**config.mk**
```make
export PLATFORM = sky130hd
export DESIGN_NAME = uart_word_tx_flat
export DESIGN_NICKNAME = d
export VERILOG_FILES = /design/src/rtl/uart_word_tx_if.sv /design/src/rtl/uart_word_tx.sv /design/src/flat_wrapper.sv
export SDC_FILE = /design/constraint.sdc
export NUM_CORES = 1
export LEC_CHECK = 0
export CAP_MARGIN = 20
export CORE_MARGIN = 2
export CORE_UTILIZATION = 45
export CTS_CLUSTER_DIAMETER = 60
export DETAILED_ROUTE_END_ITERATION = 6
export MAX_ROUTING_LAYER = met4
export PLACE_DENSITY = 0.67
export SLEW_MARGIN = 10
export SYNTH_ARGS = -nofsm -noshare
export SYNTH_HDL_FRONTEND = slang
export SYNTH_SLANG_ARGS = --single-unit
```
**constraint.sdc**
```tcl
create_clock -name clk -period 3.8 [get_ports clk]
set_clock_uncertainty 0.1 [all_clocks]
set_input_delay 1.14 -clock clk [delete_from_list [all_inputs] [get_ports clk]]
set_output_delay 1.14 -clock clk [all_outputs]
set_load 0.02 [all_outputs]
```
**src/rtl/uart_word_tx_if.sv**
```systemverilog
// Bus-side signals for uart_word_tx: write/read strobes, register select and data.
// The master drives the strobes, address and write data; the slave returns the registered read data.
interface uart_word_tx_if;
  logic        write_enable;
  logic        read_enable;
  logic [31:0] address;
  logic [31:0] data_in;
  logic [31:0] data_out;

  modport master (output write_enable, read_enable, address, data_in, input data_out);
  modport slave  (input write_enable, read_enable, address, data_in, output data_out);
endinterface

```
**src/rtl/uart_word_tx.sv**
```systemverilog
// Memory-mapped UART transmitter: 32-bit words are queued in a small FIFO and sent
// as four 8N1 frames, most significant byte first and LSB-first within each byte.
module uart_word_tx #(
  parameter int CLKS_PER_BIT = 234,
  parameter int FIFO_DEPTH   = 4
) (
  input  logic          clk,
  input  logic          rst_n,
  uart_word_tx_if.slave bus,
  output logic          uart_tx
);

  localparam int AW = $clog2(FIFO_DEPTH);
  localparam int PW = AW + 1;
  localparam int CW = $clog2(CLKS_PER_BIT) + 1;
  localparam logic [CW-1:0] BAUD_LAST = CW'(CLKS_PER_BIT - 1);

  typedef enum logic [1:0] {IDLE, START, DATA, STOP} state_t;

  state_t        r_state;
  state_t        w_nextState;
  logic [31:0]   r_mem [FIFO_DEPTH];
  logic [PW-1:0] r_wrPtr;
  logic [PW-1:0] r_rdPtr;
  logic          r_overflow;
  logic [31:0]   r_dataOut;
  logic [31:0]   r_shift;
  logic [1:0]    r_byteIdx;
  logic [2:0]    r_bitIdx;
  logic [CW-1:0] r_baudCnt;
  logic          r_tx;

  logic [1:0]    w_sel;
  logic          w_empty;
  logic          w_full;
  logic          w_txWrite;
  logic          w_push;
  logic          w_drop;
  logic          w_statWrite;
  logic          w_statRead;
  logic          w_busy;
  logic          w_bitDone;
  logic          w_pop;
  logic          w_nextByte;
  logic          w_txBit;
  logic [7:0]    w_curByte;
  logic [31:0]   w_status;

  assign w_sel       = bus.address[3:2];
  assign w_empty     = (r_wrPtr == r_rdPtr);
  assign w_full      = (r_wrPtr[AW] != r_rdPtr[AW]) && (r_wrPtr[AW-1:0] == r_rdPtr[AW-1:0]);
  assign w_txWrite   = bus.write_enable && (w_sel == 2'd0);
  assign w_push      = w_txWrite && !w_full;
  assign w_drop      = w_txWrite && w_full;
  assign w_statWrite = bus.write_enable && (w_sel == 2'd1);
  assign w_statRead  = bus.read_enable && !bus.write_enable && (w_sel == 2'd1);
  assign w_busy      = (r_state != IDLE) || !w_empty;
  assign w_bitDone   = (r_baudCnt == BAUD_LAST);
  assign w_curByte   = r_shift[31:24];
  assign w_status    = {28'd0, r_overflow, w_empty, w_full, w_busy};

  assign bus.data_out = r_dataOut;
  assign uart_tx      = r_tx;

  // Fullness is the pre-edge value, so a write into a full FIFO is dropped even when a pop frees a slot at the same edge.
  always_ff @(posedge clk) begin
    if (!rst_n) begin
      r_wrPtr    <= '0;
      r_rdPtr    <= '0;
      r_overflow <= 1'b0;
    end else begin
      if (w_push) begin
        r_wrPtr <= r_wrPtr + PW'(1);
      end
      if (w_pop) begin
        r_rdPtr <= r_rdPtr + PW'(1);
      end
      if (w_drop) begin
        r_overflow <= 1'b1;
      end else if (w_statWrite && bus.data_in[3]) begin
        r_overflow <= 1'b0;
      end
    end
  end

  always_ff @(posedge clk) begin
    if (rst_n && w_push) begin
      r_mem[r_wrPtr[AW-1:0]] <= bus.data_in;
    end
  end

  always_ff @(posedge clk) begin
    if (!rst_n) begin
      r_dataOut <= 32'd0;
    end else if (w_statRead) begin
      r_dataOut <= w_status;
    end else begin
      r_dataOut <= 32'd0;
    end
  end

  always_ff @(posedge clk) begin
    if (!rst_n) begin
      r_state <= IDLE;
    end else begin
      r_state <= w_nextState;
    end
  end

  // After the last stop bit a waiting word is popped straight into START, so consecutive words have no idle gap.
  always_comb begin
    w_nextState = r_state;
    w_pop       = 1'b0;
    w_nextByte  = 1'b0;
    w_txBit     = 1'b1;
    case (r_state)
      IDLE: begin
        if (!w_empty) begin
          w_pop       = 1'b1;
          w_nextState = START;
        end
      end
      START: begin
        w_txBit = 1'b0;
        if (w_bitDone) begin
          w_nextState = DATA;
        end
      end
      DATA: begin
        w_txBit = w_curByte[r_bitIdx];
        if (w_bitDone && (r_bitIdx == 3'd7)) begin
          w_nextState = STOP;
        end
      end
      STOP: begin
        if (w_bitDone) begin
          if (r_byteIdx != 2'd3) begin
            w_nextByte  = 1'b1;
            w_nextState = START;
          end else if (!w_empty) begin
            w_pop       = 1'b1;
            w_nextState = START;
          end else begin
            w_nextState = IDLE;
          end
        end
      end
      default: begin
        w_nextState = IDLE;
      end
    endcase
  end

  // The line level is registered from the current state, so the start bit appears one edge after the pop.
  always_ff @(posedge clk) begin
    if (!rst_n) begin
      r_shift   <= 32'd0;
      r_byteIdx <= 2'd0;
      r_bitIdx  <= 3'd0;
      r_baudCnt <= '0;
      r_tx      <= 1'b1;
    end else begin
      r_tx <= w_txBit;
      if (r_state == IDLE || w_bitDone) begin
        r_baudCnt <= '0;
      end else begin
        r_baudCnt <= r_baudCnt + CW'(1);
      end
      if (w_pop) begin
        r_shift   <= r_mem[r_rdPtr[AW-1:0]];
        r_byteIdx <= 2'd0;
      end else if (w_nextByte) begin
        r_shift   <= {r_shift[23:0], 8'h00};
        r_byteIdx <= r_byteIdx + 2'd1;
      end
      if (r_state == DATA && w_bitDone) begin
        r_bitIdx <= r_bitIdx + 3'd1;
      end
    end
  end

endmodule

```
**src/flat_wrapper.sv**
```systemverilog
// flat-port wrapper written by rule: the top's interface ports become plain ports
module uart_word_tx_flat 
#(
  parameter int CLKS_PER_BIT = 234,
  parameter int FIFO_DEPTH   = 4
)
  (clk, rst_n, uart_tx, bus_write_enable, bus_read_enable, bus_address, bus_data_in, bus_data_out);
  uart_word_tx_if bus_i ();
  input  logic clk;
  input  logic rst_n;
  output logic uart_tx;
  input wire logic [$bits(bus_i.write_enable)-1:0] bus_write_enable;
  input wire logic [$bits(bus_i.read_enable)-1:0] bus_read_enable;
  input wire logic [$bits(bus_i.address)-1:0] bus_address;
  input wire logic [$bits(bus_i.data_in)-1:0] bus_data_in;
  output wire logic [$bits(bus_i.data_out)-1:0] bus_data_out;
  assign bus_i.write_enable = bus_write_enable;
  assign bus_i.read_enable = bus_read_enable;
  assign bus_i.address = bus_address;
  assign bus_i.data_in = bus_data_in;
  assign bus_data_out = bus_i.data_out;
  uart_word_tx #(.CLKS_PER_BIT(CLKS_PER_BIT), .FIFO_DEPTH(FIFO_DEPTH)) u_core (.clk(clk), .rst_n(rst_n), .bus(bus_i), .uart_tx(uart_tx));
endmodule
```
# Word-level counts from Yosys, hierarchy flattened

Memory sizes are Yosys's and may differ from the RTL's. A register that Yosys moved wholly into a read port is not among the register bits.
Index checks and enable logic that the tools add are counted.

Bits in registers: 88
Bits in latches: 0
Memory bits (writable): 128
Bits in read-only memories: 0
Input port bits: 68
Output and inout port bits: 33
Memories: 1

Add/sub/neg operators: 5
Multiply operators: 0
Div/mod/pow operators: 0
Order comparisons: 1
Eq/ne operators: 14
Shifts and indexed selects: 0
Multiplexer cells: 25
Bitwise operators: 1
Reductions and logical operators: 25

Memory list:

| memory       | depth | bits a word | rd ports | clocked after memory_dff | write ports | line               | source |
|---|---|---|---|---|---|---|---|
| u_core.r_mem | 4     | 32          | 1        | 1                        | 1           | uart_word_tx.sv:22 | `logic [31:0] r_mem [FIFO_DEPTH];` |

Operators by type and width:

| kind                | count |
|---|---|
| $mux 32             | 2 |
| $mux 2              | 7 |
| $mux 1              | 12 |
| $logic_and 1x1->1   | 11 |
| $add 3x1->3 const B | 3 |
| $add 9x1->9 const B | 1 |
| $eq 9x8->1 const B  | 1 |
| $pmux 2 s4          | 1 |
| $ne 2x1->1 const B  | 3 |
| $reduce_bool 2->1   | 3 |
| $eq 2x1->1 const B  | 2 |
| $eq 2x2->1 const B  | 2 |
| $logic_not 2->1     | 2 |
| $lt 3x4->1 const B  | 1 |
| $ne 2x2->1 const B  | 2 |
| $pmux 1 s2          | 2 |
| $reduce_and 4->1    | 1 |
| $reduce_or 2->1     | 2 |
| $bmux 1 s3          | 1 |
| $eq 3x3->1          | 1 |
| $eq 3x3->1 const B  | 1 |
| $logic_not 1->1     | 3 |
| $add 2x1->2 const B | 1 |
| $eq 2x2->1          | 1 |
| 4 further kinds     | 5 |

# Longest topological paths before layout

Gate-level depths: netlist of the first run.

Depth in word-level cells: 7
Depth in mapped cells: 10
Gate-level depth less buffers: 7

# Least setup slack after synthesis of the first run

No wires, ideal clock.

Kind: in2reg
Start point: input bus_write_enable
End point: memory u_core.r_mem[1][0], enable pin
Arrival time: 2486 ps
Data required time: 3308 ps
Slack: 822 ps
Stages on the path: 3
Cell sequence: nor2b_1 o311a_1 and3_1

Longest elaborated chain between the ends: 5

Ends and longest elaborated chain:

| item                         | line               | source |
|---|---|---|
| start: declaration           | flat_wrapper.sv:12 | `input wire logic [$bits(bus_i.write_enable)-1:0] bus_write_enable;` |
| $logic_and 1x1->1            | uart_word_tx.sv:52 | `assign w_txWrite = bus.write_enable && (w_sel == 2'd0);` |
| $logic_and 1x1->1            | uart_word_tx.sv:53 | `assign w_push = w_txWrite && !w_full;` |
| $logic_and 1x1->1            | uart_word_tx.sv:87 | `if (rst_n && w_push) begin` |
| $mux 1                       | uart_word_tx.sv:87 |  |
| $mux 1 (not written as such) | uart_word_tx.sv:88 | `r_mem[r_wrPtr[AW-1:0]] <= bus.data_in;` |
| end: declaration             | uart_word_tx.sv:22 |  |

No other way between the ends.

# Final worst setup path of the first run

Start point: register u_core.r_baudCnt[0]
End point: register u_core.r_shift[30]

Longest elaborated chain between the ends: 4
Elaborated cells between the ends (all ways): 7
Classes of those cells: eq/ne (1); mux (5); reduce/logical (1)

Ends and longest elaborated chain:

| item                                         | line                | source |
|---|---|---|
| start: declaration                           | uart_word_tx.sv:30  | `logic [CW-1:0] r_baudCnt;` |
| start signal: assignment                     | uart_word_tx.sv:167 | `r_baudCnt <= r_baudCnt + CW'(1);` |
| $eq 9x8->1 *                                 | uart_word_tx.sv:58  | `assign w_bitDone = (r_baudCnt == BAUD_LAST);` |
| $mux 1                                       | uart_word_tx.sv:136 | `if (w_bitDone) begin` |
| $pmux 1 s2 or $mux 1 (tied branches)         | uart_word_tx.sv:116 | `case (r_state)` |
| $mux 32 or $reduce_bool 2->1 (tied branches) | n/a                 |  |
| end signal: assignment                       | uart_word_tx.sv:170 | `r_shift <= r_mem[r_rdPtr[AW-1:0]];` |
| end signal: assignment                       | uart_word_tx.sv:173 | `r_shift <= {r_shift[23:0], 8'h00};` |
| end: declaration                             | uart_word_tx.sv:27  | `logic [31:0] r_shift;` |

Every way passes the cells marked *; elsewhere a longest branch is shown, timed or not.
A chain may end at the register's enable or synchronous reset.

==> impl_metrics.csv, run 1 <==
group,metric,value,unit
pwr,total_power,5.29,mW
critical_path,crit_cells,7,
placement,port_buffers,42,
critical_path,r2r_start,"u_core.r_baudCnt[0]",
drt,avgRoutedWirePerCell,17.4,µm
cts,clock-root-buffer,"clkbuf_16",
critical_path,cp-end-kind,"flip-flop",
critical_path,cp_slowest_cell,"or3_2",
pwr,p_per_area,594,nW/µm²
timing,rsz0062_at_grt,"no",
logic_synthesis,synth_area_per_cell,15.7,µm²
final_layout,ff_latch_area,5090,µm²
floorplanning,die_h,135,µm
drt,drc,0,
floorplanning,dieArea,18300,µm²
floorplanning,pin_count,101,
critical_path,critical_path_class,"flip-flop to flip-flop",
cts,clock_latency,0.43,ns
drt,drt_iter0_drc,335,
timing,tightest_slew,1.04,ns
critical_path,crit_arrival,2.93,ns
global_routing,grt_antenna_before_repair,0,
drt,vias,4066,
final_layout,multi_input_area,2410,µm²
critical_path,cp_cell_sequence,"ha_1, and4b_1, a41oi_1, or3_2, buf_4, nor2_1, a211oi_2",
cts,path_clk_slew,0.07,ns
cts,cts_sinks,190,
timing,fin_tns_setup,0,ns
timing,hold_violations,0,
critical_path,path_buf_inv,1,
global_routing,grt.overflow.total,0,
cts,cts_tree,"built",
cts,cts-resized-gates,0,
drt,vias_per_cell,5.24,
placement,gp_congestion,0.721,
final_layout,nets,626,
logic_synthesis,synth_area,7750,µm²
global_routing,grt.total_usage,16.4,%
timing,fin_crit,2.77,ns
cts,holdBufCountCts,0,
pwr,ir_worst_vdd,489,µV
timing,fin_hold_ws,0.362,ns
critical_path,critPathTopFamily,"simple AND/OR/NAND/NOR gates",
timing,timing.slew.headroom,30.7,%
logic_synthesis,synth_enable_flop_cells,128,
floorplanning,die_x,135,µm
logic_synthesis,yosys_warnings,0,
drt,totalWireLength,13500,µm
global_routing,grt_pass1_vias,4075,
timing,min_period_over_period,72.9,%
logic_synthesis,ys_seq_area_share,65.6,%
logic_synthesis,synthesis.instances,495,
critical_path,setup.worst_path.start,"u_core.r_baudCnt[0]",
timing,setup_viol,0,
global_routing,grt_start_max_net_pins,52,
floorplanning,start_util,46.4,%
timing,fmax,0.361,GHz
critical_path,cp_max_fo,51,
cts,clockBufferDepth,2,
status,status,"finished clean",
critical_path,slowest_delay,0.89,ns
logic_synthesis,ys_ff_latch,190,
critical_path,rr_worst_depth,7,
critical_path,cp-start-kind,"flip-flop",
cts,cts_buffers,17,
logic_synthesis,synthArstFlopShare,0,%
critical_path,crit_end,"u_core.r_shift[30]",
min_path,holdCritPathClass,"flip-flop to flip-flop",
critical_path,r2r_end,"u_core.r_shift[30]",
drt,postRouteAntennaNets,0,
final_layout,nFillCells,1351,
final_layout,num_antenna_cells,0,
run,cap_violations,0,
floorplanning,coreArea,16700,µm²
cts,postCtsSetupRepairBufs,0,
logic_synthesis,synth-main-ff-cell,"edfxtp_1",
final_layout,synthToLayoutAreaGrowth,14.9,%
placement,dp_hpwl,8450,µm
pwr,p_leak,3.16,nW
min_path,hold_path_depth,2,
critical_path,reg2reg_slack,1.03,ns
floorplanning,num_rows,47,
final_layout,drive_above_1_share,18.7,%
global_routing,grt_pass1_wl,21900,µm
drt,dr.pass1.iters,4,
timing,slew_violations,0,
cts,htreeDepth,4,
logic_synthesis,ys_types,45,
critical_path,cp.required,3.96,ns
-- report_power, final --
| part | internal (mW) | switching [mW] | leakage [nW] |
|---|---|---|---|
| Combinational | 0.546 | 0.565 | 1.23 |
| Clock | 0.859 | 0.794 | 0.275 |
| Sequential | 2.38 | 0.147 | 1.66 |
-- per-layer routing --
metal  vias to the layer above  part of all wire, %  global-route usage [%]
li1                       1912                    -                       -
met1                      2052                   45                    20.9
met2                        91                   50                    26.3
met3                        11                  3.7                    3.97
met4                         0                  1.1                    4.63
met5                         -                    0                       -
-- synth_stat cells, types with 3 or more instances --
cell type / count / area, µm²
xor2_1: 6 / 52.6
dfxtp_1: 62 / 1240
mux2i_1: 29 / 290
buf_4: 28 / 210
ha_1: 15 / 188
nand2_1: 21 / 78.8
a21oi_1: 13 / 65.1
buf_6: 3 / 33.8
and3_1: 6 / 37.5
mux4_2: 34 / 766
nor2_1: 47 / 176
nand3_1: 14 / 70.1
a211oi_1: 5 / 37.5
a211oi_2: 19 / 238
xnor2_1: 8 / 70.1
buf_2: 10 / 50.1
clkbuf_1: 10 / 37.5
edfxtp_1: 128 / 3840
inv_1: 7 / 26.3
-- flip-flops by register name, summed over array words and instances, names as in the netlist, named ones only --
name                 count
u_core.r_wrPtr           3
u_core.uart_tx           1
u_core.bus.data_out      4
u_core.r_mem           128
u_core.r_rdPtr           3
u_core.r_bitIdx          3
u_core.r_overflow        1
u_core.r_shift          32
u_core.r_byteIdx         2
u_core.r_baudCnt         9
u_core.r_state           2
-- how the worst min path moves through the flow --
stage / start / endpoint / slack (ns)
global placement: u_core.r_overflow / u_core.bus.data_out[3] / 0.34
floorplan: u_core.r_overflow / u_core.bus.data_out[3] / 0.32
global route: u_core.r_overflow / u_core.bus.data_out[3] / 0.38
CTS: u_core.r_overflow / u_core.bus.data_out[3] / 0.36
finish: u_core.r_overflow / u_core.bus.data_out[3] / 0.36
detailed placement: u_core.r_overflow / u_core.bus.data_out[3] / 0.35
-- area by class of cell --
type | count | share of cell area [%]
multi-input combinational | 272 | 27.0
clock inverter | 15 | 1.39
clock buffer | 17 | 4.78
tap | 220 | 3.09
inverter | 8 | 0.337
timing repair buffer | 54 | 6.29
sequential | 190 | 57.1
-- worst min-delay path, delay by kind of cell (launching register included) --
kind / cells / cell delay, ns
buf+inv: 1 / 0.05
simple gates: 1 / 0.04
flops: 1 / 0.33
-- metrics by stage --
stage	cell area, µm²	instances	setup WS, ns	utilization, %
6_report	8910	776	1.03	53.3
5_1_grt	8910	776	0.811	53.3
4_1_cts	8910	776	1.03	53.3
3_5_place_dp	8360	744	0.676	50.1
3_3_place_gp	8360	744	0.695	50.1
2_1_floorplan	7860	522	0.822	-
-- cells by family (layout without fill, tap and decap cells) --
logic type                 after synthesis  after routing  synth area share, %
buffers and inverters                   60             94                 4.71
DFF                                    190            190                 65.6
other                                    1             28               0.0484
adders and majority gates               15             15                 2.42
AOI/OAI and AO/OA                       45             45                 5.28
and+or+nand+nor                        104            104                 6.21
xor gates and xnor gates                16             16                 2.00
muxes                                   64             64                 13.8
-- placed cells by master (no fill, tap or decap), types with 4 or more instances in the layout --
cell type        Yosys  routed
buf_4               28       8
mux4_2              34      34
a211oi_2            19      19
nor2_1              47      47
nand2_1             21      21
inv_8                0       4
inv_6                0       4
and3_1               6       6
xnor2_1              8       8
mux2i_1             29      29
xor2_1               6       6
a211oi_1             5       5
edfxtp_1           128     128
inv_1                7       7
ha_1                15      15
buf_12               0       4
nand3_1             14      14
conb_1               1      28
a21oi_1             13      13
clkdlybuf4s50_1      0      42
dfxtp_1             62      61
clkbuf_16            0      17
(Power assumes the default switching activity.)
==> run 2: changes to the inputs <==
--- a/config.mk
+++ b/config.mk
@@ -11,7 +11,7 @@
 export CTS_CLUSTER_DIAMETER = 60
 export DETAILED_ROUTE_END_ITERATION = 6
 export MAX_ROUTING_LAYER = met4
-export PLACE_DENSITY = 0.67
+export PLACE_DENSITY = 0.7
 export SLEW_MARGIN = 10
 export SYNTH_ARGS = -nofsm -noshare
 export SYNTH_HDL_FRONTEND = slang
==> constraint.sdc (replaced) <==
create_clock -name clk -period 2.4 [get_ports clk]
set_clock_uncertainty 0.1 [all_clocks]
set_input_delay 0.72 -clock clk [delete_from_list [all_inputs] [get_ports clk]]
set_output_delay 0.72 -clock clk [all_outputs]
set_load 0.02 [all_outputs]
==> run 2 against run 1 <==
  * Count of clock-buffer cells in the layout grew 1
  * Critical endpoint is now u_core.r_shift[14]
  * Wire length grew 0.39%
  * Register-to-register slack lost 0.90 ns
  * Die area is the same
  * Sequential share of layout area shrank 1.0 points
  * Core utilization grew 0.96 points
  * Worst hold slack lost 0.016 ns
==> impl_metrics.csv, run 2 (synthesized netlist as in run 1, its figures left out) <==
group,metric,value,unit
cts,cts_tree,"built",
floorplanning,dieArea,18300,µm²
timing,fin_crit,2.27,ns
floorplanning,die_h,135,µm
cts,clock_latency,0.42,ns
min_path,min_to,"u_core.bus.data_out[3]",
final_layout,synthToLayoutAreaGrowth,16.9,%
min_path,holdCritPathClass,"flip-flop to flip-flop",
cts,htreeDepth,4,
cts,clockBufferDepth,2,
critical_path,r2r_start,"u_core.r_baudCnt[1]",
global_routing,grt_antenna_before_repair,0,
final_layout,layout_common_cells,"edfxtp_1, dfxtp_1, nor2_1",
timing,tightest_slew,0.617,ns
pwr,ir_worst_vdd,712,µV
critical_path,rr_worst_depth,8,
cts,cts_buffers,17,
timing,setup_viol,0,
timing,slew_violations,0,
placement,port_buffers,42,
global_routing,grt_pass1_vias,4231,
critical_path,cp_max_fo,58,
timing,timing.slew.headroom,58.9,%
critical_path,crit_arrival,2.47,ns
min_path,hold_path_depth,2,
global_routing,grt_start_max_net_pins,59,
critical_path,cp-start-kind,"flip-flop",
critical_path,cp.required,2.60,ns
drt,dr.pass1.iters,4,
critical_path,critical_path_class,"flip-flop to flip-flop",
timing,hold_violations,0,
run,cap_violations,0,
min_path,worstHoldStart,"u_core.r_overflow",
final_layout,drive_above_1_share,20.6,%
cts,postCtsSetupRepairBufs,0,
final_layout,final_common_cell,"edfxtp_1",
timing,rsz0062_at_grt,"no",
final_layout,nets,635,
drt,totalWireLength,13600,µm
floorplanning,coreArea,16700,µm²
floorplanning,pin_count,101,
cts,holdBufCountCts,0,
status,status,"finished clean",
timing,fmax,0.441,GHz
cts,path_clk_slew,0.07,ns
drt,drt_iter0_drc,236,
cts,cts_sinks,190,
global_routing,grt_pass1_wl,22300,µm
drt,vias,4076,
final_layout,final_util,54.3,%
drt,vias_per_cell,5.20,
drt,postRouteAntennaNets,0,
placement,gp_congestion,0.797,
critical_path,cp-end-kind,"flip-flop",
global_routing,grt.total_usage,16.8,%
timing,fin_tns_setup,0,ns
floorplanning,num_rows,47,
final_layout,largest_reg_flops,128,
pwr,p_per_area,933,nW/µm²
placement,dp_hpwl,9140,µm
critical_path,reg2reg_slack,0.13,ns
floorplanning,start_util,46.4,%
drt,drc,0,
cts,clock-root-buffer,"clkbuf_16",
final_layout,num_antenna_cells,0,
pwr,p_leak,3.23,nW
global_routing,grt.overflow.total,0,
timing,min_period_over_period,94.5,%
timing,worst_slack,0.131,ns
floorplanning,die_x,135,µm
critical_path,r2r_end,"u_core.r_shift[14]",
cts,cts-resized-gates,0,
drt,avgRoutedWirePerCell,17.3,µm
placement,dp_slack,-0.289,ns
-- run 2: changes by cell type in the layout (fill, tap and decap cells not counted), moves of 2 or more --
cell | previous run | this run
and3_1 | 6 | 2
and3_2 | 0 | 4
clkinv_2 | 2 | 0
buf_4 | 8 | 10
buf_12 | 4 | 11
-- run 2: critical path, cell delays in order (launching register included) --
cell      delay [ns]
dfxtp_1         0.34
inv_1           0.07
ha_1            0.14
and4b_1         0.30
a41oi_1         0.17
or3_2           0.47
buf_12          0.22
nor2_1          0.24
a211oi_2        0.07
-- run 2: layout make-up --
cell class	count	area (µm²)
Clock buffer	18	429
Timing Repair Buffer	63	716
Sequential cell	190	5090
Fill cell	1338	7630
Inverter	8	30.0
Tap cell	220	275
Multi-Input combinational cell	272	2410
Clock inverter	13	120
-- run 2: power by group --
group	leakage [nW]	internal, mW	switching (mW)
Clock	0.269	1.37	1.26
Combinational	1.30	0.915	0.964
Sequential	1.66	3.77	0.179
-- run 2: worst max path at each step --
stage | from | to | slack (ns) | depth (start not counted)
after floorplan | bus_write_enable | u_core.r_mem[1][0] | 0.17 | 3
after global placement | bus_write_enable | u_core.r_mem[1][29] | -0.27 | 5
after detailed placement | bus_write_enable | u_core.r_mem[1][4] | -0.29 | 5
after CTS | u_core.r_baudCnt[1] | u_core.r_shift[14] | 0.10 | 8
after global routing | u_core.r_baudCnt[1] | u_core.r_shift[14] | 0.03 | 8
final | u_core.r_baudCnt[1] | u_core.r_shift[14] | 0.13 | 8
-- run 2: metal layers --
metal / vias to the layer above / part of all wire, % / global-route usage (%)
met1: 2047 / 44 / 21.0
met2: 99 / 51 / 27.0
met4: 0 / 1.3 / 5.96
met3: 14 / 4.5 / 4.08
met5: - / 0 / -
li1: 1916 / - / -
-- run 2: stage by stage --
step	total power, mW	instances	area, µm²	hold slack, ns
2_1_floorplan	5.48	522	7860	0.322
3_3_place_gp	5.87	753	8520	0.341
3_5_place_dp	5.93	753	8520	0.335
4_1_cts	8.55	784	9070	0.347
5_1_grt	8.86	784	9070	0.395
6_report	8.46	784	9070	0.346
==> run 3: changes to the inputs <==
--- a/config.mk
+++ b/config.mk
@@ -11,7 +11,7 @@
 export CTS_CLUSTER_DIAMETER = 60
 export DETAILED_ROUTE_END_ITERATION = 6
 export MAX_ROUTING_LAYER = met4
-export PLACE_DENSITY = 0.7
+export PLACE_DENSITY = 0.73
 export SLEW_MARGIN = 10
 export SYNTH_ARGS = -nofsm -noshare
 export SYNTH_HDL_FRONTEND = slang
==> run 3 against run 2 <==
  * Worst hold slack better by 0.022 ns
  * Sequential cell count did not move
  * Fmax rose by 1.4%
  * Critical endpoint is now u_core.r_shift[20]
==> impl_metrics.csv, run 3 (synthesized netlist as in run 1, its figures left out) <==
group,metric,value,unit
status,status,"finished clean",
final_layout,synthToLayoutAreaGrowth,17.9,%
cts,clock-root-buffer,"clkbuf_16",
cts,clock_latency,0.43,ns
floorplanning,dieArea,18300,µm²
placement,dp_cells,751,
global_routing,grt_start_max_net_pins,59,
global_routing,grt_pass1_vias,4131,
critical_path,reg2reg_slack,0.16,ns
final_layout,nets,633,
pwr,p_per_area,943,nW/µm²
drt,vias,4034,
final_layout,final_common_cell,"edfxtp_1",
final_layout,largest_reg_flops,128,
timing,fin_hold_ws,0.368,ns
global_routing,grt.total_usage,16.0,%
pwr,ir_worst_vdd,600,µV
timing,min_period_over_period,93.2,%
drt,drc,0,
timing,slew_violations,0,
cts,postCtsSetupRepairBufs,0,
final_layout,num_antenna_cells,0,
final_layout,stdcell_area,9140,µm²
cts,cts_sinks,190,
timing,tightest_slew,0.615,ns
global_routing,grt.overflow.total,0,
floorplanning,start_util,46.4,%
placement,dp_hpwl,8880,µm
critical_path,cp.required,2.60,ns
final_layout,fin_cells,783,
run,cap_violations,0,
cts,cts_buffers,17,
timing,timing.slew.headroom,59.0,%
floorplanning,coreArea,16700,µm²
floorplanning,pin_count,101,
drt,totalWireLength,13400,µm
cts,holdBufCountCts,0,
critical_path,critical_path_class,"flip-flop to flip-flop",
critical_path,crit_arrival,2.44,ns
timing,rsz0062_at_grt,"no",
timing,worst_slack,0.163,ns
drt,dr.pass1.iters,4,
pwr,total_power,8.62,mW
critical_path,r2r_end,"u_core.r_shift[20]",
min_path,min_to,"u_core.bus.data_out[3]",
critical_path,r2r_start,"u_core.r_baudCnt[0]",
pwr,p_leak,3.25,nW
final_layout,final_util,54.7,%
min_path,worstHoldStart,"u_core.r_overflow",
placement,place_area,8530,µm²
final_layout,drive_above_1_share,20.8,%
critical_path,rr_worst_depth,7,
min_path,holdCritPathClass,"flip-flop to flip-flop",
timing,setup_viol,0,
floorplanning,num_rows,47,
placement,gp_congestion,0.748,
cts,path_clk_slew,0.07,ns
drt,vias_per_cell,5.15,
min_path,hold_path_depth,2,
drt,drt_iter0_drc,223,
global_routing,grt_pass1_wl,21300,µm
cts,htreeDepth,4,
timing,fin_crit,2.24,ns
critical_path,cp-start-kind,"flip-flop",
placement,port_buffers,42,
timing,fmax,0.447,GHz
drt,avgRoutedWirePerCell,17.1,µm
global_routing,grt_antenna_before_repair,0,
cts,cts_tree,"built",
critical_path,cp-end-kind,"flip-flop",
final_layout,layout_common_cells,"edfxtp_1, dfxtp_1, nor2_1",
timing,hold_violations,0,
timing,fin_tns_setup,0,ns
floorplanning,die_x,135,µm
floorplanning,die_h,135,µm
drt,postRouteAntennaNets,0,
critical_path,cp_max_fo,58,
cts,cts-resized-gates,0,
placement,dp_slack,-0.142,ns
cts,clockBufferDepth,2,
-- run 3: cell types whose count changed in the layout (fill, tap and decap cells not counted), sizes merged --
cell and delta:
clkinv +4, buf -2, inv -2, clkbuf -1
-- run 3: report_power, final --
| part | internal, mW | switching, mW |
|---|---|---|
| combinational | 0.924 | 0.896 |
| clock | 1.42 | 1.36 |
| sequential | 3.77 | 0.251 |
-- run 3: worst max-delay path by stage --
stage | start | to | slack (ns) | cells after the start
final | u_core.r_baudCnt[0] | u_core.r_shift[20] | 0.16 | 7
after global routing | u_core.r_baudCnt[0] | u_core.r_shift[20] | 0.006 | 7
after CTS | u_core.r_baudCnt[0] | u_core.r_shift[20] | 0.14 | 7
after detailed placement | bus_write_enable | u_core.r_mem[3][9] | -0.14 | 5
after global placement | bus_write_enable | u_core.r_mem[3][12] | -0.12 | 5
after floorplan | bus_write_enable | u_core.r_mem[1][0] | 0.17 | 3
-- run 3: critical path, cell delays in order (launching register included) --
cell and delay (ns):
dfxtp_1 0.40, ha_1 0.18, and4b_1 0.29, a41oi_1 0.17, or3_2 0.47, buf_12 0.21
nor2_1 0.20, a211oi_2 0.07
-- run 3: final cells by class --
| type | count | area, µm² |
|---|---|---|
| Multi-Input combinational cell | 272 | 2410 |
| Timing Repair Buffer | 61 | 726 |
| Tap cell | 220 | 275 |
| Fill cell | 1316 | 7560 |
| Sequential cell | 190 | 5090 |
| Clock buffer | 17 | 425 |
| Clock inverter | 15 | 186 |
| Inverter | 8 | 30.0 |
-- run 3: layer usage --
layer	share of wire (%)	track usage [%]
met5	0	-
met4	1.4	5.50
met3	3.6	3.63
met2	52	27.0
met1	43	19.0
